--- config.mk ---
export PLATFORM = sky130hd
export DESIGN_NAME = ddr4_ca_lane_ctrl_flat
export DESIGN_NICKNAME = d
export VERILOG_FILES = /design/src/rtl/ddr4_ca_lane_ctrl_pkg.sv /design/src/rtl/ddr4_ca_lane_ctrl_if.sv /design/src/rtl/ddr4_ca_lane_ctrl_tx_pipe.sv /design/src/rtl/ddr4_ca_lane_ctrl.sv /design/src/flat_wrapper.sv
export SDC_FILE = /design/constraint.sdc
export NUM_CORES = 1
export LEC_CHECK = 0
export CORE_MARGIN = 2
export CORE_UTILIZATION = 52
export CTS_CLUSTER_DIAMETER = 40
export CTS_CLUSTER_SIZE = 20
export DETAILED_ROUTE_END_ITERATION = 8
export PLACE_DENSITY = 0.83
export SKIP_CTS_REPAIR_TIMING = 1
export SYNTH_ARGS = -nofsm -noshare
export SYNTH_HDL_FRONTEND = slang
export SYNTH_SLANG_ARGS = --single-unit
--- constraint.sdc ---
create_clock -name FAB_CLK -period 2.9 [get_ports FAB_CLK]
set_input_delay 0.725 -clock FAB_CLK [delete_from_list [all_inputs] [get_ports FAB_CLK]]
set_output_delay 0.725 -clock FAB_CLK [all_outputs]
set_load 0.02 [all_outputs]
--- src/rtl/ddr4_ca_lane_ctrl_pkg.sv ---
// Shared types and constants for the DDR4 CA lane controller.
package ddr4_ca_pkg;

  typedef enum logic [2:0] {
    ST_IDLE,
    ST_LOAD,
    ST_SETUP,
    ST_MOVE,
    ST_GAP,
    ST_DONE
  } dly_state_e;

  localparam logic DIR_INC = 1'b1;
  localparam logic DIR_DEC = 1'b0;

  // Width of a lane-select field; a single-lane build still needs one bit.
  function automatic int lane_w(input int n);
    return (n > 1) ? $clog2(n) : 1;
  endfunction

endpackage

--- src/rtl/ddr4_ca_lane_ctrl_if.sv ---
// Delay-tap request/completion handshake between the command scheduler and the CA controller.
interface ddr4_ca_lane_ctrl_if #(
  parameter int NUM_LANES = 2,
  parameter int TAP_W     = 8
);
  import ddr4_ca_pkg::*;

  localparam int LANE_W = lane_w(NUM_LANES);

  logic              DLY_REQ_VALID;
  logic              DLY_REQ_READY;
  logic [LANE_W-1:0] DLY_REQ_LANE;
  logic [TAP_W-1:0]  DLY_REQ_TAP;
  logic              DLY_REQ_LOAD;
  logic              DLY_DONE;
  logic              DLY_ERR;

  modport master (
    output DLY_REQ_VALID, DLY_REQ_LANE, DLY_REQ_TAP, DLY_REQ_LOAD,
    input  DLY_REQ_READY, DLY_DONE, DLY_ERR
  );

  modport slave (
    input  DLY_REQ_VALID, DLY_REQ_LANE, DLY_REQ_TAP, DLY_REQ_LOAD,
    output DLY_REQ_READY, DLY_DONE, DLY_ERR
  );

endinterface

--- src/rtl/ddr4_ca_lane_ctrl_tx_pipe.sv ---
// Fixed-latency register chain feeding the IOD TX/OE/PAR ports.
module ddr4_ca_tx_pipe #(
  parameter int WIDTH = 8,
  parameter int LAT   = 1
) (
  input  logic             clk,
  input  logic             rst,
  input  logic [WIDTH-1:0] d,
  output logic [WIDTH-1:0] q
);

  logic [LAT-1:0][WIDTH-1:0] stage;

  always_ff @(posedge clk) begin
    if (rst) begin
      stage <= '0;
    end else begin
      stage[0] <= d;
      for (int i = 1; i < LAT; i++) stage[i] <= stage[i-1];
    end
  end

  assign q = stage[LAT-1];

endmodule

--- src/rtl/ddr4_ca_lane_ctrl.sv ---
// DDR4 CA lane controller: TX/OE staging into 4:1 IODs plus a per-lane delay tap sequencer.
// Define DDR4_CA_PARITY_EN to add the PAR_TX_DATA output for the PAR pin IOD.
module ddr4_ca_lane_ctrl
  import ddr4_ca_pkg::*;
#(
  parameter int NUM_LANES = 2,
  parameter int SER_RATIO = 4,
  parameter int TAP_W     = 8,
  parameter int MAX_TAP   = 255,
  parameter int INIT_TAP  = 1,
  parameter int MOVE_GAP  = 2,
  parameter int TX_LAT    = 1
) (
  input  logic                           FAB_CLK,
  input  logic                           TX_SYNC_RST,
  input  logic [NUM_LANES*SER_RATIO-1:0] CMD_TX_DATA,
  input  logic [NUM_LANES*SER_RATIO-1:0] CMD_OE,
  output logic [NUM_LANES*SER_RATIO-1:0] TX_DATA,
  output logic [NUM_LANES*SER_RATIO-1:0] OE_DATA,
  ddr4_ca_lane_ctrl_if.slave             dly,
  output logic [NUM_LANES*TAP_W-1:0]     DLY_TAP,
  output logic [NUM_LANES-1:0]           DELAY_LINE_LOAD,
  output logic [NUM_LANES-1:0]           DELAY_LINE_MOVE,
  output logic [NUM_LANES-1:0]           DELAY_LINE_DIRECTION,
  input  logic [NUM_LANES-1:0]           DELAY_LINE_OUT_OF_RANGE
`ifdef DDR4_CA_PARITY_EN
  ,
  output logic [SER_RATIO-1:0]           PAR_TX_DATA
`endif
);

  localparam int                LANE_W = lane_w(NUM_LANES);
  localparam int                GAP_W  = $clog2(MOVE_GAP + 1);
  localparam logic [TAP_W:0]    MAX_T  = (TAP_W+1)'(MAX_TAP);
  localparam logic [TAP_W-1:0]  INIT_T = TAP_W'(INIT_TAP);

  ddr4_ca_tx_pipe #(.WIDTH(NUM_LANES*SER_RATIO), .LAT(TX_LAT)) u_data_pipe (
    .clk(FAB_CLK), .rst(TX_SYNC_RST), .d(CMD_TX_DATA), .q(TX_DATA)
  );

  ddr4_ca_tx_pipe #(.WIDTH(NUM_LANES*SER_RATIO), .LAT(TX_LAT)) u_oe_pipe (
    .clk(FAB_CLK), .rst(TX_SYNC_RST), .d(CMD_OE), .q(OE_DATA)
  );

`ifdef DDR4_CA_PARITY_EN
  logic [SER_RATIO-1:0] par_d;

  always_comb begin
    par_d = '0;
    for (int l = 0; l < NUM_LANES; l++) par_d ^= CMD_TX_DATA[l*SER_RATIO +: SER_RATIO];
  end

  ddr4_ca_tx_pipe #(.WIDTH(SER_RATIO), .LAT(TX_LAT)) u_par_pipe (
    .clk(FAB_CLK), .rst(TX_SYNC_RST), .d(par_d), .q(PAR_TX_DATA)
  );
`endif

  dly_state_e                      state;
  logic [NUM_LANES-1:0][TAP_W-1:0] tap;
  logic [LANE_W-1:0]               lane_q;
  logic [TAP_W-1:0]                tgt_q;
  logic [GAP_W-1:0]                gap_cnt;
  logic                            ready_q, done_q, err_q;
  logic [NUM_LANES-1:0]            load_q, move_q, dir_q;
  logic [TAP_W-1:0]                req_cur;

  assign req_cur = tap[dly.DLY_REQ_LANE];

  // Strobes are registered alongside the state: each transition loads the outputs of the state it enters.
  always_ff @(posedge FAB_CLK) begin
    if (TX_SYNC_RST) begin
      state   <= ST_IDLE;
      lane_q  <= '0;
      tgt_q   <= '0;
      gap_cnt <= '0;
      ready_q <= 1'b1;
      done_q  <= 1'b0;
      err_q   <= 1'b0;
      load_q  <= '0;
      move_q  <= '0;
      dir_q   <= '0;
      for (int l = 0; l < NUM_LANES; l++) tap[l] <= INIT_T;
    end else begin
      load_q <= '0;
      move_q <= '0;
      done_q <= 1'b0;
      err_q  <= 1'b0;
      case (state)
        ST_IDLE: begin
          if (dly.DLY_REQ_VALID) begin
            lane_q  <= dly.DLY_REQ_LANE;
            tgt_q   <= dly.DLY_REQ_TAP;
            ready_q <= 1'b0;
            if ({1'b0, dly.DLY_REQ_TAP} > MAX_T) begin
              state  <= ST_DONE;
              done_q <= 1'b1;
              err_q  <= 1'b1;
            end else if (dly.DLY_REQ_LOAD) begin
              state                      <= ST_LOAD;
              load_q[dly.DLY_REQ_LANE]   <= 1'b1;
            end else if (dly.DLY_REQ_TAP == req_cur) begin
              state  <= ST_DONE;
              done_q <= 1'b1;
            end else begin
              state                    <= ST_SETUP;
              dir_q                    <= '0;
              dir_q[dly.DLY_REQ_LANE]  <= (dly.DLY_REQ_TAP > req_cur) ? DIR_INC : DIR_DEC;
            end
          end
        end
        ST_LOAD: begin
          tap[lane_q] <= INIT_T;
          if (tgt_q == INIT_T) begin
            state  <= ST_DONE;
            done_q <= 1'b1;
          end else begin
            state         <= ST_SETUP;
            dir_q         <= '0;
            dir_q[lane_q] <= (tgt_q > INIT_T) ? DIR_INC : DIR_DEC;
          end
        end
        ST_SETUP: begin
          state          <= ST_MOVE;
          move_q[lane_q] <= 1'b1;
        end
        ST_MOVE: begin
          tap[lane_q] <= (dir_q[lane_q] == DIR_INC) ? tap[lane_q] + TAP_W'(1)
                                                    : tap[lane_q] - TAP_W'(1);
          gap_cnt     <= GAP_W'(MOVE_GAP - 1);
          state       <= ST_GAP;
        end
        ST_GAP: begin
          if (gap_cnt != '0) begin
            gap_cnt <= gap_cnt - GAP_W'(1);
          end else if (DELAY_LINE_OUT_OF_RANGE[lane_q]) begin
            // IOD refused the step, so the tracked tap must not count it.
            tap[lane_q] <= (dir_q[lane_q] == DIR_INC) ? tap[lane_q] - TAP_W'(1)
                                                      : tap[lane_q] + TAP_W'(1);
            state  <= ST_DONE;
            done_q <= 1'b1;
            err_q  <= 1'b1;
          end else if (tap[lane_q] == tgt_q) begin
            state  <= ST_DONE;
            done_q <= 1'b1;
          end else begin
            state          <= ST_MOVE;
            move_q[lane_q] <= 1'b1;
          end
        end
        ST_DONE: begin
          state   <= ST_IDLE;
          ready_q <= 1'b1;
          dir_q   <= '0;
        end
        default: state <= ST_IDLE;
      endcase
    end
  end

  assign dly.DLY_REQ_READY    = ready_q;
  assign dly.DLY_DONE         = done_q;
  assign dly.DLY_ERR          = err_q;
  assign DLY_TAP              = tap;
  assign DELAY_LINE_LOAD      = load_q;
  assign DELAY_LINE_MOVE      = move_q;
  assign DELAY_LINE_DIRECTION = dir_q;

endmodule

--- src/flat_wrapper.sv ---
// flat-port wrapper written by rule: the top's interface ports become plain ports
module ddr4_ca_lane_ctrl_flat import ddr4_ca_pkg::*;
#(
  parameter int NUM_LANES = 2,
  parameter int SER_RATIO = 4,
  parameter int TAP_W     = 8,
  parameter int MAX_TAP   = 255,
  parameter int INIT_TAP  = 1,
  parameter int MOVE_GAP  = 2,
  parameter int TX_LAT    = 1
)
  (FAB_CLK, TX_SYNC_RST, CMD_TX_DATA, CMD_OE, TX_DATA, OE_DATA, DLY_TAP, DELAY_LINE_LOAD, DELAY_LINE_MOVE, DELAY_LINE_DIRECTION, DELAY_LINE_OUT_OF_RANGE, dly_DLY_REQ_VALID, dly_DLY_REQ_LANE, dly_DLY_REQ_TAP, dly_DLY_REQ_LOAD, dly_DLY_REQ_READY, dly_DLY_DONE, dly_DLY_ERR);
  ddr4_ca_lane_ctrl_if #(.NUM_LANES(NUM_LANES), .TAP_W(TAP_W)) dly_i ();
  input  logic FAB_CLK;
  input  logic TX_SYNC_RST;
  input  logic [NUM_LANES*SER_RATIO-1:0] CMD_TX_DATA;
  input  logic [NUM_LANES*SER_RATIO-1:0] CMD_OE;
  output logic [NUM_LANES*SER_RATIO-1:0] TX_DATA;
  output logic [NUM_LANES*SER_RATIO-1:0] OE_DATA;
  output logic [NUM_LANES*TAP_W-1:0] DLY_TAP;
  output logic [NUM_LANES-1:0] DELAY_LINE_LOAD;
  output logic [NUM_LANES-1:0] DELAY_LINE_MOVE;
  output logic [NUM_LANES-1:0] DELAY_LINE_DIRECTION;
  input  logic [NUM_LANES-1:0] DELAY_LINE_OUT_OF_RANGE;
  input wire logic [$bits(dly_i.DLY_REQ_VALID)-1:0] dly_DLY_REQ_VALID;
  input wire logic [$bits(dly_i.DLY_REQ_LANE)-1:0] dly_DLY_REQ_LANE;
  input wire logic [$bits(dly_i.DLY_REQ_TAP)-1:0] dly_DLY_REQ_TAP;
  input wire logic [$bits(dly_i.DLY_REQ_LOAD)-1:0] dly_DLY_REQ_LOAD;
  output wire logic [$bits(dly_i.DLY_REQ_READY)-1:0] dly_DLY_REQ_READY;
  output wire logic [$bits(dly_i.DLY_DONE)-1:0] dly_DLY_DONE;
  output wire logic [$bits(dly_i.DLY_ERR)-1:0] dly_DLY_ERR;
  assign dly_i.DLY_REQ_VALID = dly_DLY_REQ_VALID;
  assign dly_i.DLY_REQ_LANE = dly_DLY_REQ_LANE;
  assign dly_i.DLY_REQ_TAP = dly_DLY_REQ_TAP;
  assign dly_i.DLY_REQ_LOAD = dly_DLY_REQ_LOAD;
  assign dly_DLY_REQ_READY = dly_i.DLY_REQ_READY;
  assign dly_DLY_DONE = dly_i.DLY_DONE;
  assign dly_DLY_ERR = dly_i.DLY_ERR;
  ddr4_ca_lane_ctrl #(.NUM_LANES(NUM_LANES), .SER_RATIO(SER_RATIO), .TAP_W(TAP_W), .MAX_TAP(MAX_TAP), .INIT_TAP(INIT_TAP), .MOVE_GAP(MOVE_GAP), .TX_LAT(TX_LAT)) u_core (.FAB_CLK(FAB_CLK), .TX_SYNC_RST(TX_SYNC_RST), .CMD_TX_DATA(CMD_TX_DATA), .CMD_OE(CMD_OE), .TX_DATA(TX_DATA), .OE_DATA(OE_DATA), .dly(dly_i), .DLY_TAP(DLY_TAP), .DELAY_LINE_LOAD(DELAY_LINE_LOAD), .DELAY_LINE_MOVE(DELAY_LINE_MOVE), .DELAY_LINE_DIRECTION(DELAY_LINE_DIRECTION), .DELAY_LINE_OUT_OF_RANGE(DELAY_LINE_OUT_OF_RANGE));
endmodule
# Yosys cells after proc, flatten, opt, wreduce, memory -nomap -nowiden
# Cells that the tools add are included.
op_classes:
  add_sub_neg: 3
  order_cmp: 6
  eq_ne: 15
  muxes: 53
  bitwise: 9
  n_reduce_logical: 16
ops:
  columns: ["op", "count"]
  rows:
  - ["8-bit 2-to-1 mux", 7]
  - ["16-bit one-hot mux with 3 select lines", 1]
  - ["16-bit bitwise mux", 2]
  - ["16-bit 2-to-1 mux", 2]
  - ["3-bit 2-to-1 mux", 7]
  - ["1-bit 2-to-1 mux", 17]
  - ["8-bit equality test", 2]
  - ["2-bit 2-to-1 mux", 8]
  - ["3-bit one-hot mux with 5 select lines", 1]
  - ["14-bit bitwise AND", 1]
  - ["14-bit NOT", 1]
  - ["2-bit != test, second input constant", 5]
  - ["8-bit by 1-bit adder with 8-bit output, second input constant", 1]
  - ["8-bit demux with 1-bit select", 1]
  - ["8-bit by 1-bit equality test with 1-bit output, second input constant", 1]
  - ["8-bit by 1-bit > comparator with 1-bit output, second input constant", 1]
  - ["8-bit > comparator", 1]
  - ["2-bit one-hot mux with 2 select lines", 2]
  - ["2-bit AND reduction", 4]
  - ["8-bit by 1-bit subtractor with 8-bit output, second input constant", 1]
  - ["3-bit by 2-bit equality test with 1-bit output, second input constant", 2]
  - ["3-bit equality test, second input constant", 2]
  - ["2-bit one-hot mux with 3 select lines", 1]
  - ["2-bit nonzero test", 3]
  - ["other kinds (18)", 28]
word_totals:
  register_bits: 55
  output_inout_bits: 41
  elab_cells: 116

# Depth between registers and ports, before layout
depth:
  depth_word: 9
  depth_mapped: 10

# Hierarchy
# Synthesis repeated with hierarchy kept, for this count alone.
hier_totals:
  cells_unflattened: 378
  hier_area_um2: 3269.4
by_module_without_submodules:
  columns: ["mod", "n_inst", "cells_each", "area_per_inst_um2", "seq_area_each_um2"]
  rows:
  - ["ddr4_ca_lane_ctrl", 1, 346, 2849.0, 780.7]
  - ["ddr4_ca_tx_pipe", 2, 16, 210.2, 160.2]

# Least setup slack after synthesis
# No wires, ideal clock.
synth_path:
  path_type: "input to register"
  startpoint: "in dly_DLY_REQ_LANE"
  endpoint: "reg u_core.dir_q[0] (netlist: u_core.DELAY_LINE_DIRECTION[0])"
  setup_ps: 132
  arrival_ps: 2204
  required_time_ps: 2768
  path_slack_ps: 565
  stages: 8
  cell_sequence: "buf_1 > mux2i_1 > ha_1 > nand4_1 > nor2_1 > nor2_1 > a31oi_1 > a31oi_1"
synth_via:
  elab_chain_cells: 9
  word_cells_on_any_way: 17
synth_rtl:
  columns: ["item", "line_no", "source"]
  rows:
  - ["from (decl)", "flat_wrapper.sv:26", "input wire logic [$bits(dly_i.DLY_REQ_LANE)-1:0] dly_DLY_REQ_LANE;"]
  - ["8-bit 2-to-1 mux (not written as such) (tied with other cells)", "ddr4_ca_lane_ctrl.sv:67", "assign req_cur = tap[dly.DLY_REQ_LANE];"]
  - ["8-bit 2-to-1 mux (not written as such) or 1-bit logical AND (tied branches)", "ddr4_ca_lane_ctrl.sv:67, ddr4_ca_lane_ctrl.sv:107", null]
  - ["8-bit > comparator or 1-bit 2-to-1 mux (tied branches)", "ddr4_ca_lane_ctrl.sv:107", "dir_q[dly.DLY_REQ_LANE] <= (dly.DLY_REQ_TAP > req_cur) ? DIR_INC : DIR_DEC;"]
  - ["1-bit 2-to-1 mux or 1-bit demux with 1-bit select (tied branches)", null, null]
  - ["2-bit bitwise AND (no source line)", null, null]
  - ["2-bit 2-to-1 mux", "ddr4_ca_lane_ctrl.sv:101", "end else if (dly.DLY_REQ_TAP == req_cur) begin"]
  - ["2-bit 2-to-1 mux", "ddr4_ca_lane_ctrl.sv:98", "end else if (dly.DLY_REQ_LOAD) begin"]
  - ["2-bit 2-to-1 mux", "ddr4_ca_lane_ctrl.sv:90", "if (dly.DLY_REQ_VALID) begin"]
  - ["2-bit one-hot mux with 3 select lines", "ddr4_ca_lane_ctrl.sv:88", "case (state)"]
  - ["to (signal, indexed assignment)", "ddr4_ca_lane_ctrl.sv:107", null]
  - ["to (signal, indexed assignment)", "ddr4_ca_lane_ctrl.sv:119", "dir_q[lane_q] <= (tgt_q > INIT_T) ? DIR_INC : DIR_DEC;"]
  - ["to (decl)", "ddr4_ca_lane_ctrl.sv:64", "logic [NUM_LANES-1:0] load_q, move_q, dir_q;"]
# Several ways; a longest one is shown, not always the timed one. The select of a mux whose other input is x is not followed.
# A chain may end at the register's enable or synchronous reset.

# Worst setup path in the final report
# Same ends and word-level chain as after synthesis.

==> results.md <==
| Step | Item | This run |
| --- | --- | --- |
| clock tree | CTS sink cnt | 55 |
| clock tree | Clock transition at the register clock pins on the worst setup and hold paths after CTS | 100 ps |
| critical path | Kind of cell with the highest combined delay on the critical path | buffers and inverters |
| logic synthesis | Number of warning messages in the yosys log | 0 |
| sta | Headroom to the max-slew limit | 0.467 |
| clock tree | Insertion delay to the later sink of the worst-skew pair | 320 ps |
| detailed routing | Routed Wire Length | 9.79 mm |
| clock tree | CTS tree | done |
| logic synthesis | Post-synthesis sequential area ratio | 0.314 |
| critical path | Slowest cell on crit path | clkdlybuf4s50_1 |
| cells and area | Final instance area | 4330 um^2 |
| pwr | Total power | 1780 uW |
| detailed routing | Vias | 3589 |
| floorplanning | Die Span Y | 86.1 um |
| sta | Highest Clock Rate | 397 MHz |
| critical path | Peak fanout along the critical path | 14 |
| detailed routing | First-pass iteration count of the detailed router | 5 |
| critical path | Count of buffer and inverter cells on the critical path | 2 |
| detailed routing | Routed metal-1 wirelength | 3.89 mm |
| placed design | Port bufs | 71 |
| critical path | Worst path arrival time | 2760 ps |
| detailed routing | Highest routing layer actually used | met4 |
| critical path | Maximum single-stage delay on the critical path | 460 ps |
| pwr | Pwr dens | 412 nW/um^2 |
| logic synthesis | Synthesized area per cell | 8.33 um^2 |
| detailed routing | WL per Instance | 17.6 um |
| global routing | Global Route Usage Sum | 0.269 |
| outcome | Run status | finished clean |
| logic synthesis | Synth Register Bits | 55 |
| placed design | Routability-driven placement congestion ratio | 0.963 |
| hold path | Class of the tightest hold or removal check | reg -> reg |
| sta | Setup_tns | 0 ps |
| logic synthesis | Post-synthesis cell count | 421 |
| floorplanning | Area of the die | 7420 um^2 |
| floorplanning | Row count | 29 |
| sta | Final hold viol count | 0 |
| job | Total of max-cap violations | 0 |
| logic synthesis | Yosys top cell area share | 0.314 |
| cells and area | Area used by multi-input combinational logic | 2190 um^2 |
| clock tree | Clock H-tree levels | 2 |
| critical path | Data required time of the critical path | 3140 ps |
| pwr | Max IR drop VDD | 300 uV |
| global routing | Wire length of the first global-routing pass | 15.9 mm |
| sta | Number of max-slew violations in the final report | 0 |
| cells and area | Total number of nets in the final design | 522 |
| logic synthesis | Number of distinct standard cells referenced by the synthesized netlist | 68 |
| logic synthesis | Summed instance area of the synthesized netlist | 3510 um^2 |
| pwr | P_leak | 0.00155 uW |
| logic synthesis | Library cell occupying the most area in the post-synthesis netlist | dfxtp_1 |
| detailed routing | Wire length on met2 | 4.71 mm |
| sta | Count of final setup violators | 0 |
| logic synthesis | Mapped Nets | 464 |
| cells and area | Inserted Diodes | 0 |
| floorplanning | Effective utilization at floorplan | 0.546 |
| detailed routing | Post-DR vias/cell | 6.44 |
| critical path | Worst setup EP type | flop |
| cells and area | Fillcell total | 543 |
| sta | Setup skew after layout | 8.93 ps |
| detailed routing | Met3 Wirelength | 886 um |
| detailed routing | Count of routing violations after the opening detailed-route iteration | 416 |
| sta | Worst Tran Pin Value | 798 ps |
| logic synthesis | Number of synthesized flops with an enable pin | 0 |
| global routing | Number of global-route vias before repair | 3313 |
| cells and area | Seq. cell area | 1100 um^2 |
| placed design | HPWL after detailed placement | 7.12 mm |
| floorplanning | Top-Level Pins | 72 |
| sta | Post-route fraction of the period consumed by the critical path | 0.868 |
| cells and area | Fraction of final layout cells with drive strength greater than 1 | 0.0708 |
| detailed routing | DRC violation count after routing | 0 |
| critical path | Critical Setup Path Class | in -> reg |
| sta | Tmin final | 2520 ps |
| cells and area | Area growth from synthesis to layout | 23.4% |
| critical path | Type of element launching the critical path | primary input |
| floorplanning | Area of the core | 6420 um^2 |
| clock tree | Clock tree root buffer cell | clkbuf_8 |
| global routing | Maximum number of pins on one net before global-route repair | 46 |
| detailed routing | Count of antenna-violating nets left after detailed routing | 0 |
| logic synthesis | Fraction of registers with async set/reset | 0 |
| clock tree | CTS buffer count | 5 |
| logic synthesis | Leading post-synthesis cells by cell area | dfxtp_1, mux2i_1, nand2_1 |
| global routing | Antenna violations before repair | 0 |
| sta | Setup repair after global routing missed its margin | false |
| placed design | Total placed instance area | 4240 um^2 |
| floorplanning | Die width | 86.1 um |
| logic synthesis | Main synth FF type | dfxtp_1 |
| global routing | Global route total overflow | 0 |
| clock tree | Max Root-Sink Buffers | 2 |
| critical path | Cell-by-cell listing of the critical path | clkdlybuf4s50_1 -> buf_4 -> mux2i_1 -> ha_1 -> nand4_1 -> o211ai_1 -> a21oi_1 -> o21ai_0 -> a31oi_1 |
path summary, 6_finish.rpt:
check | cells after the start | start | to | slack (ps)
worst max-delay path | 9 | dly_DLY_REQ_LANE | u_core.DELAY_LINE_DIRECTION[0] | 380
worst min-delay path | 1 | u_core.gap_cnt[0] | u_core.gap_cnt[0] | 500
worst max register to register | 6 | u_core.lane_q | u_core.DLY_TAP[8] | 500
worst min register to register | 1 | u_core.gap_cnt[0] | u_core.gap_cnt[0] | 500
layout by cell type (no fill, tap or decap), types with 12 or more instances in the layout:
cell | synthesis | final
mux2i_1 | 20 | 20
clkdlybuf4s50_1 | 0 | 71
ha_1 | 12 | 12
nor2b_1 | 18 | 18
nor2_1 | 23 | 23
dfxtp_1 | 55 | 54
o21ai_0 | 13 | 13
nor4_1 | 18 | 18
inv_1 | 16 | 16
nor3_1 | 16 | 16
a21oi_1 | 19 | 19
nand2_1 | 42 | 42
metrics by stage:
stage / util / hold WS, ps / setup WS, ps / cells
2_1_floorplan: - / 443 / 565 / 421
3_3_place_gp: 0.660 / 457 / 191 / 549
3_5_place_dp: 0.660 / 472 / 86.4 / 549
4_1_cts: 0.674 / 492 / 412 / 557
5_1_grt: 0.674 / 537 / 262 / 557
6_report: 0.674 / 495 / 383 / 557
cells by family after synthesis:
group                      share of synthesized area
muxes                                         0.0963
xor gates and xnor gates                      0.0225
buffers and inverters                         0.0610
and+or+nand+nor                                0.286
DFF                                            0.314
adders and majority gates                     0.0428
AOI/OAI and AO/OA                              0.178
report_power, final:
group	internal [uW]	total (uW)	switching, uW
registers	796	865	68.5
logic	221	477	257
clock network	174	439	265
total	1190	1780	590
routing by layer:
layer | global-route usage | vias to the layer above
met5 | 0 | -
met4 | 0.115 | 0
met3 | 0.0414 | 34
met2 | 0.437 | 208
met1 | 0.353 | 1675
li1 | - | 1672
registers in the layout, indices dropped and copies added, names as in the netlist, 2 cells and up:
name                         flops
u_core.DLY_TAP                  16
u_core.tgt_q                     8
u_core.u_data_pipe.q             8
u_core.u_oe_pipe.q               8
u_core.state                     3
u_core.DELAY_LINE_DIRECTION      2
u_core.DELAY_LINE_LOAD           2
u_core.DELAY_LINE_MOVE           2
u_core.gap_cnt                   2
cell usage after synthesis, types with 6 or more instances:
master,instances
nand3_1,10
o22ai_1,9
nor3_1,16
a31oi_1,6
clkbuf_1,19
nor2b_1,18
o21ai_0,13
xnor2_1,8
ha_1,12
mux2i_1,20
nand4_1,7
o21ai_1,7
dfxtp_1,55
a21oi_1,19
inv_1,16
nand2_1,42
nor4_1,18
nand3b_1,6
nor2_1,23
area by class of cell:
class,count,share of cell area
Inverter,16,0.0139
Sequential cell,55,0.255
Clock inverter,2,0.00405
Clock buffer,6,0.0168
Tap cell,77,0.0223
Multi-Input combinational cell,320,0.507
Timing Repair Buffer,81,0.182
Power figures use the tool's default switching activity.
